[config.mk]
export PLATFORM = sky130hd
export DESIGN_NAME = msb_div_ctrl
export DESIGN_NICKNAME = d
export VERILOG_FILES = /design/src/rtl/msb_div_ctrl.sv
export SDC_FILE = /design/constraint.sdc
export NUM_CORES = 1
export LEC_CHECK = 0
export CORE_ASPECT_RATIO = 0.8
export CORE_MARGIN = 2
export CORE_UTILIZATION = 55
export DETAILED_ROUTE_END_ITERATION = 8
export PLACE_DENSITY_LB_ADDON = 0.15
export SLEW_MARGIN = 30
export SYNTH_ARGS = -nofsm -noshare
export SYNTH_HDL_FRONTEND = slang
export SYNTH_SLANG_ARGS = --single-unit
[constraint.sdc]
create_clock -name clk -period 4.9 [get_ports clk]
set_input_delay 0.98 -clock clk [delete_from_list [all_inputs] [get_ports clk]]
set_output_delay 0.98 -clock clk [all_outputs]
set_load 0.05 [all_outputs]
[src/rtl/msb_div_ctrl.sv]
// Multi-cycle restoring divider for 32-bit signed/unsigned operands.
// The divisor is pre-aligned to the dividend's leading one, so only the significant quotient bits are iterated.
module msb_div_ctrl #(
  parameter int DATA_W = 32
) (
  input  logic              clk,
  input  logic              reset,
  input  logic              start,
  input  logic              is_signed,
  input  logic [DATA_W-1:0] a,
  input  logic [DATA_W-1:0] b,
  output logic              busy,
  output logic              done,
  output logic [DATA_W-1:0] quotient,
  output logic [DATA_W-1:0] remainder,
  output logic              div_by_zero
);

  localparam int IDX_W = $clog2(DATA_W);

  typedef enum logic [2:0] {IDLE, SETUP, ITER, FIXUP, DONE} state_t;

  state_t            state;
  logic [DATA_W-1:0] a_lat;
  logic [DATA_W-1:0] b_lat;
  logic              sgn;
  logic [DATA_W-1:0] abs_a;
  logic [DATA_W-1:0] abs_b;
  logic [IDX_W:0]    count;
  logic [DATA_W-1:0] d;
  logic [DATA_W-1:0] q;
  logic [DATA_W-1:0] rem;
  logic [IDX_W-1:0]  ma;
  logic [IDX_W-1:0]  mb;
  logic [IDX_W-1:0]  shamt;

  // Index of the highest set bit; zero input reports 0.
  function automatic logic [IDX_W-1:0] lead_one(input logic [DATA_W-1:0] x);
    lead_one = '0;
    for (int i = 0; i < DATA_W; i++)
      if (x[i]) lead_one = i[IDX_W-1:0];
  endfunction

  // Two's-complement negate when c is set; wraps mod 2^DATA_W, so the most negative value maps to itself.
  function automatic logic [DATA_W-1:0] cond_neg(input logic [DATA_W-1:0] x, input logic c);
    cond_neg = c ? ('0 - x) : x;
  endfunction

  always_comb begin
    ma    = lead_one(abs_a);
    mb    = lead_one(abs_b);
    shamt = ma - mb;
  end

  always_ff @(posedge clk) begin
    if (reset) begin
      state       <= IDLE;
      busy        <= 1'b0;
      done        <= 1'b0;
      quotient    <= '0;
      remainder   <= '0;
      div_by_zero <= 1'b0;
      a_lat       <= '0;
      b_lat       <= '0;
      sgn         <= 1'b0;
      abs_a       <= '0;
      abs_b       <= '0;
      count       <= '0;
      d           <= '0;
      q           <= '0;
      rem         <= '0;
    end else begin
      done <= 1'b0;
      case (state)
        IDLE: begin
          if (start) begin
            a_lat       <= a;
            b_lat       <= b;
            sgn         <= is_signed;
            abs_a       <= cond_neg(a, is_signed && a[DATA_W-1]);
            abs_b       <= cond_neg(b, is_signed && b[DATA_W-1]);
            div_by_zero <= 1'b0;
            busy        <= 1'b1;
            state       <= SETUP;
          end
        end
        SETUP: begin
          if (b_lat == '0) begin
            div_by_zero <= 1'b1;
            quotient    <= '1;
            remainder   <= a_lat;
            done        <= 1'b1;
            state       <= DONE;
          end else if (abs_a < abs_b) begin
            q     <= '0;
            rem   <= abs_a;
            state <= FIXUP;
          end else begin
            // ma >= mb here, so the aligned divisor cannot overflow
            count <= {1'b0, shamt} + 1'b1;
            d     <= abs_b << shamt;
            q     <= '0;
            rem   <= abs_a;
            state <= ITER;
          end
        end
        ITER: begin
          if (rem >= d) begin
            rem <= rem - d;
            q   <= {q[DATA_W-2:0], 1'b1};
          end else begin
            q   <= {q[DATA_W-2:0], 1'b0};
          end
          d     <= d >> 1;
          count <= count - 1'b1;
          if (count == 1) state <= FIXUP;
        end
        FIXUP: begin
          quotient  <= cond_neg(q, sgn && (a_lat[DATA_W-1] ^ b_lat[DATA_W-1]));
          remainder <= cond_neg(rem, sgn && a_lat[DATA_W-1]);
          done      <= 1'b1;
          state     <= DONE;
        end
        DONE: begin
          busy  <= 1'b0;
          state <= IDLE;
        end
        default: begin
          busy  <= 1'b0;
          state <= IDLE;
        end
      endcase
    end
  end

endmodule
[Word-level counts from Yosys, hierarchy flattened]
Index checks and enable logic that the tools add are counted.
Operators by class
  add/subtract/negate cells: 8
  order comparisons: 2
  eq/ne operators: 10
  shift operators: 1
  multiplexer cells: 94
  bitwise gates (word level): 2
  reduce and logical (&&, ||, !) cells: 18
Operators with widths (number)
  2-to-1 mux 32 bit: 11
  one-hot mux 32 bit (2 select lines): 5
  2-to-1 mux 5 bit: 59
  subtractor 1 x 32 -> 32 bit, first input constant: 4
  greater-or-equal comparator 32 bit: 1
  zero test 32 bit: 1
  < comparator 32 bit: 1
  left shift 32 x 5 -> 32 bit: 1
  subtractor 32 bit: 1
  2-to-1 mux 6 bit: 2
  != test 2 bit, second input constant: 6
  one-hot mux 3 bit (4 select lines): 1
  one-hot mux 6 bit (2 select lines): 1
  AND reduction 2 bit: 5
  2-to-1 mux 3 bit: 3
  AND reduction 3 bit: 3
  2-to-1 mux 1 bit: 8
  adder 5 x 1 -> 6 bit, second input constant: 1
  == test 3 x 2 -> 1 bit, second input constant: 2
  == test 6 x 1 -> 1 bit, second input constant: 1
  one-hot mux 1 bit (2 select lines): 3
  nonzero test 2 bit: 3
  subtractor 6 x 1 -> 6 bit, second input constant: 1
  subtractor 5 bit: 1
  7 further kinds: 10
Storage, ports and cells
  register bits: 301
  output and inout bits: 67

[Longest topological paths before layout]
  word-level depth: 36
  mapped depth: 23

[Worst setup path after synthesis]
OpenSTA, ideal clock, no wires.
  path type: register -> register
  from: register abs_b[5]
  to: register d[30]
  setup time: 0.132 ns
  arrival time: 4.145 ns
  path slack: 0.622 ns
  cell stages (with the launch flop): 20
  path buffers: 2
  cells stage by stage: dfxtp_1 -> inv_1 -> o211ai_1 -> a311oi_1 -> nor3_1 -> o311ai_1 -> a311oi_1 -> o311ai_1 -> a311oi_1 -> o311a_1 -> fa_1 -> clkbuf_1 -> clkbuf_1 -> mux4_2 -> o21ai_0 -> mux2i_1 -> nand2_1 -> nand3_1 -> o211ai_1 -> a21oi_1
Between the ends
  cells in the longest elaborated chain, start to end: 32
  elaborated cells between the ends (all ways): 35
RTL lines
  start: declaration: RTL line 28  | logic [DATA_W-1:0] abs_b;
  start signal: assignment: RTL line 81  | abs_b <= cond_neg(b, is_signed && b[DATA_W-1]);
  2-to-1 mux 5 bit (27 in series): RTL line 41  | if (x[i]) lead_one = i[IDX_W-1:0];
  subtractor 5 bit: RTL line 52  | shamt = ma - mb;
  left shift 32 x 5 -> 32 bit: RTL line 101  | d <= abs_b << shamt;
  2-to-1 mux 32 bit: RTL line 94  | end else if (abs_a < abs_b) begin
  2-to-1 mux 32 bit: RTL line 88  | if (b_lat == '0) begin
  one-hot mux 32 bit (2 select lines): RTL line 74  | case (state)
  end signal: assignment: RTL line 101
  end signal: assignment: RTL line 114  | d <= d >> 1;
  end: declaration: RTL line 30  | logic [DATA_W-1:0] d;
Parallel ways exist; a longest one is shown, timed or not. The select of a mux whose other input is x is not followed.
A chain may end at the register's enable or synchronous reset.

[Worst setup path after layout]
  from: register abs_b[5]
  to: register d[1]
The elaborated chain is that of the path after synthesis.

==> impl_results.md <==
* Outcome: finished clean
* Max Buffers Root-to-Sink at 3
* Vias in the first global route at ~17k
* Num CTS Buffers at 34
* Layout Area Growth over Synthesis at 16.53%
* DRT iter0 DRCs at 2173
* Actual slew at the worst max-slew pin at a little under 1000 ps
* Fin Hold WS at between 400 and 500 ps
* Remaining global-route overflow at 0
* Largest stage delay on the critical path at just over 400 ps
* Yosys Warn Count at 0
* Row cnt at between 50 and 60
* Final hold vios at 0
* Post-synth EDFFs at 0
* Final worst path period share at roughly 93%
* Drt via density at about 6.4
* Flops & latches, synth at 299
* Ports at approximately 140
* Drt pass-1 iters at 5
* H-tree Lvls at 2
* Max Slew Vio Count at 0
* Clock transition at the registers of the reported paths at 70 ps
* Post-Syn Instances at 2409
* CTS tree: built
* Post-synth ARST share at 0%
* Worst path slowest cell: fa_2
* CP delay by family, top: compound AO/OA/AOI/OAI gates
* Dpl cells at between 2k and 3k
* Worst Path Arrival at 4980 ps
* Final setup vio count at 0
* CP startpoint kind: flip-flop
* Initial Utilization at 56.18%
* Crit path required time at 5330 ps
* WL final at ~66000 microns
* Crit path kind: reg -> reg
* Max-slew headroom at between 30% and 40%
* Worst Path Max Fanout at 6
* Unrepaired setup endpoints after global routing: yes
* Maxcap violations at 0
* Final WS setup at about 350 ps
* Overall Global Routing Usage at a little under two fifths
* Largest net degree at the start of global routing at around 140
* Avg WL per Cell at approximately 22 microns
* F_max at 219.7 MHz
* Root buf cell: clkbuf_16
* Horiz. Die Dim at ~210 microns
* Die Area at between 30000 and 40000 sq um
* Final Instance Count excl. Fillers at slightly below 3k
* Syn avg cell area at 7.644 sq um
* Post-Synthesis Cell Area at around 18000 sq um
* RD Place Congestion at 0.9692
* DP HPWL at roughly 48000 microns
* Reg2reg setup slack at between 300 and 400 ps
* Worst-path cell chain: inv_1 > o211ai_1 > a311oi_2 > nor3_1 > o311ai_1 > a311oi_1 > o311ai_1 > a311oi_1 > o311a_1 > fa_2 > a21o_1 > a21oi_1 > xor2_1 > xor2_1 > buf_4 > nor3_4 > a21oi_1 > a2111oi_0
* CP endpoint kind: flip-flop
* Fillers at ~2.9k
* Post-synth top area cell: dfxtp_1
* Die Ht at between 150 and 200 microns
* Hold buffers post-CTS at 0
* Clock Sinks at approximately 300
* Top cell type's share of synthesized area at approximately 33%
* Antenna viol nets, final at 0
* Primary FF master, synth: dfxtp_1
* Vias after detailed routing at about 19k
* Worst path buffer plus inverter count at 2
* Static Leak at a little under 8 nW
* Global-route wire length before repair at about 100000 microns
* Synth cell types at between 70 and 80
* PwrDens at 765.5 nW/um^2
* Max Clock Skew at between 20 and 25 ps
* Pre-CTS setup slack at 231.3 ps
* Tightest Hold Check Type: reg -> reg
* Buffers added on ports at roughly 130
* VDD IR max at 0.4349 mV
* Synth area leaders: dfxtp_1 (33%), nand2_1 (7.8%), a21oi_1 (7.0%)
* Nets at 2620
* Min Tclk post-route at 4552 ps
* # DRC at 0
* Sequential area share after synthesis at approximately 33%
* Top-count cell post-synth: nand2_1
* Initial antenna violation count at 6
* Core area at around 33000 sq um
* Layout cells sized above 1 at between 7 and 8%
* Top cells by count, synth: nand2_1 (383), dfxtp_1 (299), a21oi_1 (256), nor2_1 (244), clkbuf_1 (140)
* Clk_lat worst skew at about 560 ps
* Synthesized Nets at around 2.6k
==> metal layers <==
layer  vias to the layer above  wire [microns]  part of all wire, %  global-route usage [%]
met2                      1041           26440                   40                   51.68
met4                         2            1729                  2.6                   10.75
met1                      8885           29040                   44                   54.16
met3                       124            8599                   13                   11.33
met5                         -              13                0.020                       0
li1                       8796               -                    -                       -
==> sequential cells by signal, indices dropped and copies added (netlist names) <==
register,cells
q,32
busy,1
done,1
sgn,1
a_lat,32
abs_b,31
quotient,32
count,6
abs_a,31
d,32
remainder,32
state,3
b_lat,32
div_by_zero,1
rem,32
==> area by class of cell <==
type,instances,area (sq um),share of cell area (%)
Antenna cell,4,10.01,0.04664
Multi-Input combinational cell,1848,11500,53.61
Tap cell,427,534.3,2.490
Timing Repair Buffer,195,1897,8.839
Clock buffer,41,897.1,4.181
Sequential cell,299,5986,27.89
Clock inverter,16,264.0,1.230
Inverter,98,367.9,1.714
==> final timing paths <==
| kind | start | to | cells after the start |
|---|---|---|---|
| max reg2reg | abs_b[5] | d[1] | 18 |
| min | remainder[11] | remainder[11] | 2 |
| min reg2reg | remainder[11] | remainder[11] | 2 |
| max | abs_b[5] | d[1] | 18 |
==> through the flow <==
step	cell area (sq um)	utilization, %	TNS, ps	power, mW
2_1_floorplan	18420	-	0	10.28
3_3_place_gp	20210	61.67	0	13.12
3_5_place_dp	20220	61.69	0	13.19
4_1_cts	21380	65.23	0	15.95
5_1_grt	21450	65.45	-42.57	17.36
6_report	21460	65.47	0	16.43
==> placed cells by master (no fill, tap or decap), types with 19 or more instances in the layout <==
cell             instances
mux2i_1                 31
ha_1                    74
a21o_1                  23
o21ai_1                 19
a211oi_1               113
clkdlybuf4s50_1        133
xor2_1                  70
inv_1                   96
nor4_1                  37
o221ai_1                22
o211ai_1                31
buf_4                   54
nor3_1                  53
a31oi_1                 20
nand2_1                382
o31ai_1                 29
nand3_1                 69
clkbuf_16               35
nor2_1                 240
xnor2_1                 73
dfxtp_1                299
a311oi_1                23
a21oi_1                256
o21ai_0                 60
==> worst min-delay path, stage by stage, from the launching register on <==
cell and delay [ps]:
dfxtp_1 310, nand2_1 50, a21oi_1 50
==> logic make-up after synthesis <==
logic type / count (synthesis) / share of synthesized area (%)
DFF: 299 / 32.50
adders and majority gates: 76 / 5.245
buffers and inverters: 262 / 5.483
and+or+nand+nor: 874 / 20.85
muxes: 54 / 4.192
AOI/OAI and AO/OA: 697 / 24.73
xor gates and xnor gates: 147 / 6.991
==> power by group <==
part	total [mW]	internal, mW	switching [mW]
clock network	2.74	1.59	1.15
registers	3.48	2.86	0.618
logic	10.2	3.90	6.31
==> timing repair <==
action,CTS,global route
resized for setup,0,5
endpoints found under the setup margin,0,27
setup buffers,0,3
Power figures use the tool's default switching activity.
